<file path="config.mk">
export PLATFORM = sky130hd
export DESIGN_NAME = alu_pipe
export DESIGN_NICKNAME = d
export VERILOG_FILES = /design/src/rtl/alu_pkg.sv /design/src/rtl/alu_core.sv /design/src/rtl/alu_pipe.sv
export SDC_FILE = /design/constraint.sdc
export NUM_CORES = 1
export LEC_CHECK = 0
export ABC_AREA = 1
export CAP_MARGIN = 0
export CORE_ASPECT_RATIO = 1.4
export CORE_UTILIZATION = 32
export CTS_CLUSTER_DIAMETER = 40
export DETAILED_ROUTE_END_ITERATION = 12
export GPL_ROUTABILITY_DRIVEN = 1
export PLACE_DENSITY_LB_ADDON = 0.3
export RECOVER_POWER = 25
export SLEW_MARGIN = 20
export SYNTH_ARGS = -nofsm -noshare
export SYNTH_HDL_FRONTEND = slang
export SYNTH_SLANG_ARGS = --single-unit
</file>
<file path="constraint.sdc">
create_clock -name clk -period 2.6 [get_ports clk]
set_clock_uncertainty 0.2 [all_clocks]
set_input_delay 0.26 -clock clk [delete_from_list [all_inputs] [get_ports clk]]
set_output_delay 0.26 -clock clk [all_outputs]
set_load 0.05 [all_outputs]
</file>
<file path="src/rtl/alu_pkg.sv">
// Shared ALU pipe types: opcode enum, flag bit indices and flags bundle.
// Flags are packed {carry, overflow, negative, zero}.
package alu_pkg;

   typedef enum logic [2:0] {
      OP_ADD = 3'b000,
      OP_SUB = 3'b001,
      OP_AND = 3'b010,
      OP_OR  = 3'b011,
      OP_XOR = 3'b100,
      OP_SHL = 3'b101,
      OP_SHR = 3'b110,
      OP_CMP = 3'b111
   } op_e;

   localparam int FLAG_C = 3;
   localparam int FLAG_V = 2;
   localparam int FLAG_N = 1;
   localparam int FLAG_Z = 0;

   typedef struct packed {
      logic carry;
      logic overflow;
      logic negative;
      logic zero;
   } flags_t;

endpackage

</file>
<file path="src/rtl/alu_core.sv">
// Combinational ALU datapath: a, b, sel -> res, flags.
// Define ALU_PIPE_SAT_EN to make ADD/SUB saturate instead of wrap.
module alu_core
   import alu_pkg::*;
#(
   parameter int W = 8
) (
   input  logic [W-1:0] a,
   input  logic [W-1:0] b,
   input  logic [2:0]   sel,
   output logic [W-1:0] res,
   output logic [3:0]   flags
);

   localparam int SHW = $clog2(W);

   op_e            op;
   logic [SHW-1:0] sh;
   logic [W:0]     sum;
   logic [W:0]     diff;
   logic [W:0]     shl;
   logic [W:0]     shr;
   logic           add_v;
   logic           sub_v;
   flags_t         f;

   assign op = op_e'(sel);
   assign sh = b[SHW-1:0];

   always_comb begin
      sum   = {1'b0, a} + {1'b0, b};
      diff  = {1'b0, a} - {1'b0, b};
      // Extra bit on the shifted-out side holds the last bit lost.
      shl   = {1'b0, a} << sh;
      shr   = {a, 1'b0} >> sh;
      add_v = (a[W-1] == b[W-1]) && (sum[W-1] != a[W-1]);
      sub_v = (a[W-1] != b[W-1]) && (diff[W-1] != a[W-1]);
      res   = '0;
      f     = '0;
      unique case (op)
         OP_ADD: begin
            res        = sum[W-1:0];
            f.carry    = sum[W];
            f.overflow = add_v;
`ifdef ALU_PIPE_SAT_EN
            if (sum[W]) res = '1;
`endif
         end
         OP_SUB: begin
            res        = diff[W-1:0];
            f.carry    = diff[W];
            f.overflow = sub_v;
`ifdef ALU_PIPE_SAT_EN
            if (diff[W]) res = '0;
`endif
         end
         OP_AND: res = a & b;
         OP_OR:  res = a | b;
         OP_XOR: res = a ^ b;
         OP_SHL: begin
            res     = shl[W-1:0];
            f.carry = shl[W];
         end
         OP_SHR: begin
            res     = shr[W:1];
            f.carry = shr[0];
         end
         OP_CMP: begin
            res        = a;
            f.carry    = diff[W];
            f.overflow = sub_v;
         end
         default: ;
      endcase
      f.negative = res[W-1];
      f.zero     = (res == '0);
      if (op == OP_CMP) begin
         f.negative = diff[W-1];
         f.zero     = (a == b);
      end
   end

   assign flags = f;

endmodule

</file>
<file path="src/rtl/alu_pipe.sv">
// Two-stage valid/ready ALU pipeline with accepted-result counter.
// ALU_PIPE_SAT_EN (in alu_core) selects saturating ADD/SUB.
module alu_pipe
   import alu_pkg::*;
#(
   parameter int W     = 8,
   parameter int CNT_W = 16
) (
   input  logic             clk,
   input  logic             rst_n,
   input  logic             in_valid,
   output logic             in_ready,
   input  logic [W-1:0]     a,
   input  logic [W-1:0]     b,
   input  logic [2:0]       sel,
   output logic             out_valid,
   input  logic             out_ready,
   output logic [W-1:0]     res,
   output logic [3:0]       flags,
   output logic [CNT_W-1:0] op_count
);

   logic             s1_valid_q, s1_valid_d;
   logic [W-1:0]     a_q, a_d;
   logic [W-1:0]     b_q, b_d;
   logic [2:0]       sel_q, sel_d;
   logic             out_valid_q, out_valid_d;
   logic [W-1:0]     res_q, res_d;
   flags_t           flags_q, flags_d;
   logic [CNT_W-1:0] cnt_q, cnt_d;

   logic [W-1:0]     core_res;
   logic [3:0]       core_flags;
   logic             stall;
   logic             s1_load;

   alu_core #(.W(W)) u_core (
      .a     (a_q),
      .b     (b_q),
      .sel   (sel_q),
      .res   (core_res),
      .flags (core_flags)
   );

   assign stall   = out_valid_q && !out_ready;
   assign s1_load = !stall || !s1_valid_q;

   always_comb begin
      s1_valid_d  = s1_valid_q;
      a_d         = a_q;
      b_d         = b_q;
      sel_d       = sel_q;
      out_valid_d = out_valid_q;
      res_d       = res_q;
      flags_d     = flags_q;
      cnt_d       = cnt_q;
      if (s1_load) begin
         s1_valid_d = in_valid;
         if (in_valid) begin
            a_d   = a;
            b_d   = b;
            sel_d = sel;
         end
      end
      // S2 only refreshes its payload when a real beat moves in.
      if (!stall) begin
         out_valid_d = s1_valid_q;
         if (s1_valid_q) begin
            res_d   = core_res;
            flags_d = flags_t'(core_flags);
         end
      end
      if (out_valid_q && out_ready) cnt_d = cnt_q + CNT_W'(1);
   end

   always_ff @(posedge clk or negedge rst_n) begin
      if (!rst_n) begin
         s1_valid_q  <= 1'b0;
         a_q         <= '0;
         b_q         <= '0;
         sel_q       <= '0;
         out_valid_q <= 1'b0;
         res_q       <= '0;
         flags_q     <= '0;
         cnt_q       <= '0;
      end else begin
         s1_valid_q  <= s1_valid_d;
         a_q         <= a_d;
         b_q         <= b_d;
         sel_q       <= sel_d;
         out_valid_q <= out_valid_d;
         res_q       <= res_d;
         flags_q     <= flags_d;
         cnt_q       <= cnt_d;
      end
   end

   assign in_ready  = s1_load;
   assign out_valid = out_valid_q;
   assign res       = res_q;
   assign flags     = flags_q;
   assign op_count  = cnt_q;

endmodule

</file>
==> flow_summary.json, run 1 <==
{
  "outcome": "finished, final reports clean",
  "antenna_cells": 0,
  "die_x_um": 95.2,
  "min_period_over_period_pct": 94.8,
  "drt-initial-drc-count": 298,
  "p_int_mw": 2.03,
  "std_cell_rows": 47,
  "p_seq_share_pct": 27.9,
  "firstDrtPassIters": 4,
  "core_um2": 11800,
  "place_congestion": 0.963,
  "area_growth_pct": 23.6,
  "synth_cells": 557,
  "synth-seq-area-share_pct": 31.5,
  "vias_per_cell": 5.01,
  "power_leakage_nw": 2.36,
  "max_freq_mhz": 406,
  "drc": 0,
  "dieArea_um2": 12600,
  "cpMostUsedCell": "nand2_1",
  "tritoncts": "done",
  "powerDensity_nw_per_um2": 825,
  "cpPeakStageDelay_ns": 0.48,
  "yosys_warnings": 0,
  "startpoint_type": "register",
  "cp-end-kind": "register",
  "hp-class": "register to register",
  "numCtsBuffers": 5,
  "grt_pass1_vias": 3854,
  "antenna_found_initial": 0,
  "wl_per_cell_um": 15.9,
  "setup_violations": 0,
  "num_vias": 3861,
  "yosys.area.top_type": "dfrtp_1",
  "crit_chain": "inv_1 -> ha_1 -> fa_1 -> inv_1 -> nand3_1 -> nand2_1 -> inv_1 -> nand2_1 -> nor2_1 -> nand2_1 -> nand2_1 -> nand3_1 -> nor3_2 -> nand2_1 -> a21oi_2",
  "synthTopCellsByArea": "dfrtp_1 32%, nand2_1 14%, nand3_1 9.4%, ha_1 8.4%, inv_1 5.6%",
  "drt-total-wl_mm": 12.3,
  "critPathRequiredTime_ns": 2.63,
  "pwr-share-clk_pct": 17.1,
  "clock-sinks": 49,
  "rsz0062_at_grt": "false",
  "syn-cell-area_um2": 3890,
  "hold_viol": 0,
  "synth_top_area_share_pct": 31.5,
  "path_delay_family": "simple AND/OR/NAND/NOR gates",
  "drive_gt1_share_pct": 10.6,
  "ys_top_cells_by_count": "147 x nand2_1, 73 x nand3_1, 58 x inv_1",
  "criticalPathCategory": "register to register",
  "slowest_stage": "fa_1",
  "drv_slew": 0,
  "port_buffers": 52,
  "track_usage_pct": 20.9,
  "boundaryPins": 53,
  "cts_setup_buffers": 0,
  "antenna_left": 0,
  "path_buf_inv": 3,
  "drv_cap": 0,
  "cts-root-buf": "clkbuf_16",
  "overflow": 0,
  "max-clock-path-buffers": 2,
  "power_mw": 3.96,
  "postSynthAreaPerCell_um2": 6.98,
  "ys_ff_latch": 49,
  "grt_pass1_wl_mm": 20.1,
  "grt_max_degree": 50,
  "arrival_ns": 2.50,
  "slew_headroom_pct": 14.9,
  "htreeDepth": 2,
  "finalSetupTns_ns": 0,
  "start_util_pct": 32.9,
  "cts.clk_slew.worst_paths_ns": 0.07,
  "synth_edf_count": 0,
  "nets": 674,
  "tightest_slew_ns": 1.28,
  "period_needed_ns": 2.46,
  "clock_latency_ns": 0.30,
  "dp_hpwl_mm": 9.65,
  "die_h_um": 132,
  "swShare_pct": 48.9,
  "cp_max_fo": 6,
  "synth_fp_nets": 608,
  "p_sw_mw": 1.94,
  "ys_types": 36,
  "synth_most_common_cell": "nand2_1",
  "async_reset_ff_share_pct": 100,
  "p_comb_share_pct": 55.0,
  "synth_flop_cell": "dfrtp_1",
  "fill_cells": 1257,
  "vdd_ir_drop_max_mv": 0.534
}
cell type report:
class | instances | area (um^2) | share of cell area [%]
Tap cell | 147 | 184 | 3.83
Multi-Input combinational cell | 427 | 2310 | 48.0
Sequential cell | 49 | 1230 | 25.6
Clock inverter | 2 | 13.8 | 0.286
Clock buffer | 6 | 129 | 2.68
Inverter | 64 | 245 | 5.10
Timing Repair Buffer | 76 | 696 | 14.5
cells by family after synthesis:
| logic type | count (synthesis) | share of synthesized area, % |
|---|---|---|
| compound gates | 66 | 9.01 |
| xor+xnor | 17 | 3.83 |
| fa+ha+maj | 28 | 9.40 |
| buf+inv | 81 | 9.46 |
| flops | 49 | 31.5 |
| simple gates | 316 | 36.8 |
state kept, by name, indices dropped and copies added, names as in the netlist:
| register | count |
|---|---|
| res | 8 |
| op_count | 16 |
| sel_q | 3 |
| b_q | 8 |
| out_valid | 1 |
| s1_valid_q | 1 |
| flags | 4 |
| a_q | 8 |
worst paths after layout:
| path | startpoint | to | slack (ns) | cells after the start |
|---|---|---|---|---|
| worst max-delay path | a_q[0] | flags[0] | 0.14 | 15 |
| worst min-delay path | op_count[15] | op_count[15] | 0.27 | 1 |
| worst max register to register | a_q[0] | flags[0] | 0.14 | 15 |
| worst min register to register | op_count[15] | op_count[15] | 0.27 | 1 |
| max in group asynchronous | rst_n | a_q[0] | 0.69 | 3 |
| min in group asynchronous | rst_n | op_count[15] | 0.64 | 3 |
power groups by stage:
stage               clock network [mW]  logic [mW]  registers, mW
floorplan                            0        1.01           1.54
global placement                     0        2.17           1.12
detailed placement                   0        2.17           1.12
CTS                              0.692        2.18           1.11
global route                     0.715        2.39           1.13
finish                           0.678        2.18           1.11
cell usage in the layout, fill, tap and decap left out, types with 3 or more instances in the layout:
cell	Yosys	layout
o21ai_0	20	20
clkbuf_16	0	5
nand2_2	4	4
buf_4	4	22
nor3_2	4	4
nor2_2	7	7
xor2_1	9	9
dfrtp_1	49	46
inv_2	4	4
nand2_4	4	4
clkdlybuf4s50_1	0	51
ha_1	26	25
dfrtp_2	0	3
nor3_1	3	3
inv_1	58	58
nand2_1	147	147
a21oi_1	37	37
nand4_1	11	11
nand3_1	73	73
nor2_1	57	57
xnor2_1	8	8
o21ai_1	3	3
through the flow:
| stage | cell area [um^2] | setup slack [ns] | util [%] | std cells | hold slack (ns) |
|---|---|---|---|---|---|
| floorplan | 3890 | 0.155 | - | 557 | -0.236 |
| global placement | 4650 | 0.0462 | 39.3 | 762 | 0.0698 |
| detailed placement | 4650 | 0.0638 | 39.3 | 762 | 0.0756 |
| CTS | 4800 | 0.0415 | 40.6 | 771 | 0.285 |
| global route | 4800 | 0.0134 | 40.6 | 771 | 0.297 |
| finish | 4800 | 0.136 | 40.6 | 771 | 0.274 |
metal layers:
metal | GRT usage [%] | vias to the layer above | routed length (um)
met1 | 24.2 | 1805 | 4950
met5 | 0 | - | 0
met4 | 8.59 | 0 | 458
met2 | 37.5 | 103 | 6360
li1 | - | 1922 | -
met3 | 3.05 | 31 | 518
timing repair:
action,4_1_cts,5_1_grt
endpoints found under the hold margin,49,0
hold buffers,1,0
resized for setup,0,5
setup endpoints to repair,0,3
(Power assumes the default switching activity.)
==> inputs of run 2 (changes only) <==
--- a/config.mk
+++ b/config.mk
@@ -7,7 +7,10 @@
 export LEC_CHECK = 0
 export ABC_AREA = 1
 export CAP_MARGIN = 0
+export CELL_PAD_IN_SITES_DETAIL_PLACEMENT = 0
+export CELL_PAD_IN_SITES_GLOBAL_PLACEMENT = 1
 export CORE_ASPECT_RATIO = 1.4
+export CORE_MARGIN = 2
 export CORE_UTILIZATION = 32
 export CTS_CLUSTER_DIAMETER = 40
 export DETAILED_ROUTE_END_ITERATION = 12
==> run 2 against run 1 <==
  * Utilization is 0.18 points higher
  * Cell count is 0.26% higher
  * Via count is 0.31% lower
  * Critical path type unchanged
  * Largest cell class unchanged
  * Largest power group unchanged
==> flow_summary.json, run 2 (synthesis gave the netlist of run 1 again) <==
{
  "outcome": "finished, final reports clean",
  "antenna_cells": 0,
  "period_needed_ns": 2.41,
  "swShare_pct": 49.1,
  "drc": 0,
  "grt.busiest_layer": "met2",
  "drv_slew": 0,
  "powerDensity_nw_per_um2": 822,
  "arrival_ns": 2.45,
  "fill_cells": 1256,
  "layout_commonest_cell": "nand2_1",
  "core_um2": 11800,
  "setup_violations": 0,
  "drv_cap": 0,
  "grt_pass1_wl_mm": 21.0,
  "numCtsBuffers": 5,
  "vdd_ir_drop_max_mv": 0.582,
  "nets": 676,
  "die_h_um": 134,
  "port_buffers": 52,
  "tightest_slew_ns": 1.27,
  "hold_viol": 0,
  "place_congestion": 0.935,
  "firstDrtPassIters": 4,
  "die_x_um": 97.2,
  "final_area_um2": 4830,
  "drt-total-wl_mm": 12.9,
  "placed_area_um2": 4680,
  "cp-end-kind": "register",
  "boundaryPins": 53,
  "startpoint": "a_q[0]",
  "cp_max_fo": 6,
  "cts-root-buf": "clkbuf_16",
  "grt_pass1_vias": 4065,
  "slowest_stage": "dfrtp_2",
  "track_usage_pct": 20.5,
  "grt_use_met1_pct": 22.9,
  "worstHoldStart": "op_count[15]",
  "p_comb_share_pct": 55.5,
  "fin_ws_ns": 0.186,
  "pwr-share-clk_pct": 16.8,
  "criticalPathCategory": "register to register",
  "drive_gt1_share_pct": 11.0,
  "antenna_found_initial": 0,
  "crit_chain": "inv_1 -> ha_1 -> fa_1 -> inv_1 -> nand2_1 -> nand3_1 -> nand3_1 -> nor2_1 -> nand2_1 -> nand2_2 -> nand3_1 -> nor2_1 -> nand2_1 -> a21oi_2",
  "grt_max_degree": 50,
  "cpPeakStageDelay_ns": 0.42,
  "use_met2_pct": 37.5,
  "wl_per_cell_um": 16.7,
  "max_freq_mhz": 414,
  "area_growth_pct": 24.1,
  "p_int_mw": 2.02,
  "cts_setup_buffers": 0,
  "final_cell_mix": "146 x nand2_1, 73 x nand3_1, 58 x inv_1",
  "pre_cts_ws_ns": 0.0956,
  "utilization_pct": 40.8,
  "min_period_over_period_pct": 92.9,
  "clock_latency_ns": 0.30,
  "p_seq_share_pct": 27.7,
  "largest_reg_flops": 16,
  "dp_hpwl_mm": 10.4,
  "max-clock-path-buffers": 2,
  "rr_startpoint": "a_q[0]",
  "overflow": 0,
  "critPathRequiredTime_ns": 2.63,
  "htreeDepth": 2,
  "tritoncts": "done",
  "vias_per_cell": 4.98,
  "num_vias": 3849,
  "power_leakage_nw": 2.36,
  "startpoint_type": "register",
  "power_mw": 3.97,
  "drt-initial-drc-count": 270,
  "cts.clk_slew.worst_paths_ns": 0.08,
  "hp-class": "register to register",
  "dieArea_um2": 13100,
  "slew_headroom_pct": 15.5,
  "met3_usage_pct": 2.71,
  "p_sw_mw": 1.95,
  "seqCellArea_um2": 1230,
  "antenna_left": 0,
  "multiInputGateArea_um2": 2300,
  "std_cell_rows": 47,
  "start_util_pct": 32.9,
  "clock-sinks": 49
}
[run 2: cell types whose count changed in the layout (fill, tap and decap cells not counted), sizes merged]
cell	change
clkinvlp	+2
buf	+2
clkinv	-1
inv	-1
[run 2: per-layer routing]
| layer | routed length, um | vias up |
|---|---|---|
| met5 | 0 | - |
| met4 | 705 | 0 |
| met3 | 476 | 35 |
| met2 | 6670 | 113 |
| met1 | 5090 | 1769 |
| li1 | - | 1932 |
[run 2: final timing paths]
path                           endpoint  slack, ns  cells after the start
setup / recovery               flags[0]       0.19                     14
hold / removal             op_count[15]       0.28                      1
setup reg to reg               flags[0]       0.19                     14
hold reg to reg            op_count[15]       0.28                      1
max in group asynchronous        a_q[0]       0.70                      3
min in group asynchronous   op_count[5]       0.66                      3
[run 2: layout make-up]
cell class / count / share of cell area (%)
timing repair buffer: 78 / 15.0
inverter: 64 / 5.08
multi-input combinational: 427 / 47.7
tap: 147 / 3.81
sequential: 49 / 25.5
clock inverter: 2 / 0.311
clock buffer: 6 / 2.67
[run 2: worst max-delay path, delay by kind of cell, from the launching register on]
family,cells,cell delay [ns]
flops,1,0.42
compound gates,1,0.10
simple gates,9,0.77
fa+ha+maj,2,0.65
buf+inv,2,0.21
[run 2: metrics by stage]
| step | hold slack, ns | setup TNS (ns) | cells |
|---|---|---|---|
| 2_1_floorplan | -0.236 | 0 | 557 |
| 4_1_cts | 0.288 | 0 | 773 |
| 3_5_place_dp | 0.0699 | 0 | 764 |
| 5_1_grt | 0.304 | -0.0167 | 773 |
| 3_3_place_gp | 0.0643 | 0 | 764 |
| 6_report | 0.282 | 0 | 773 |
[run 2: power groups by stage]
| stage | combinational, mW | clock (mW) | sequential, mW |
|---|---|---|---|
| final | 2.20 | 0.667 | 1.10 |
| after detailed placement | 2.19 | 0 | 1.11 |
| after CTS | 2.20 | 0.686 | 1.10 |
| after global routing | 2.40 | 0.716 | 1.13 |
| after floorplan | 1.01 | 0 | 1.54 |
| after global placement | 2.20 | 0 | 1.10 |
[run 2: repair_timing]
item	in CTS	in global routing
hold endpoints to repair	49	0
endpoints found under the setup margin	0	3
gates resized for setup	0	6
hold buffers	1	0
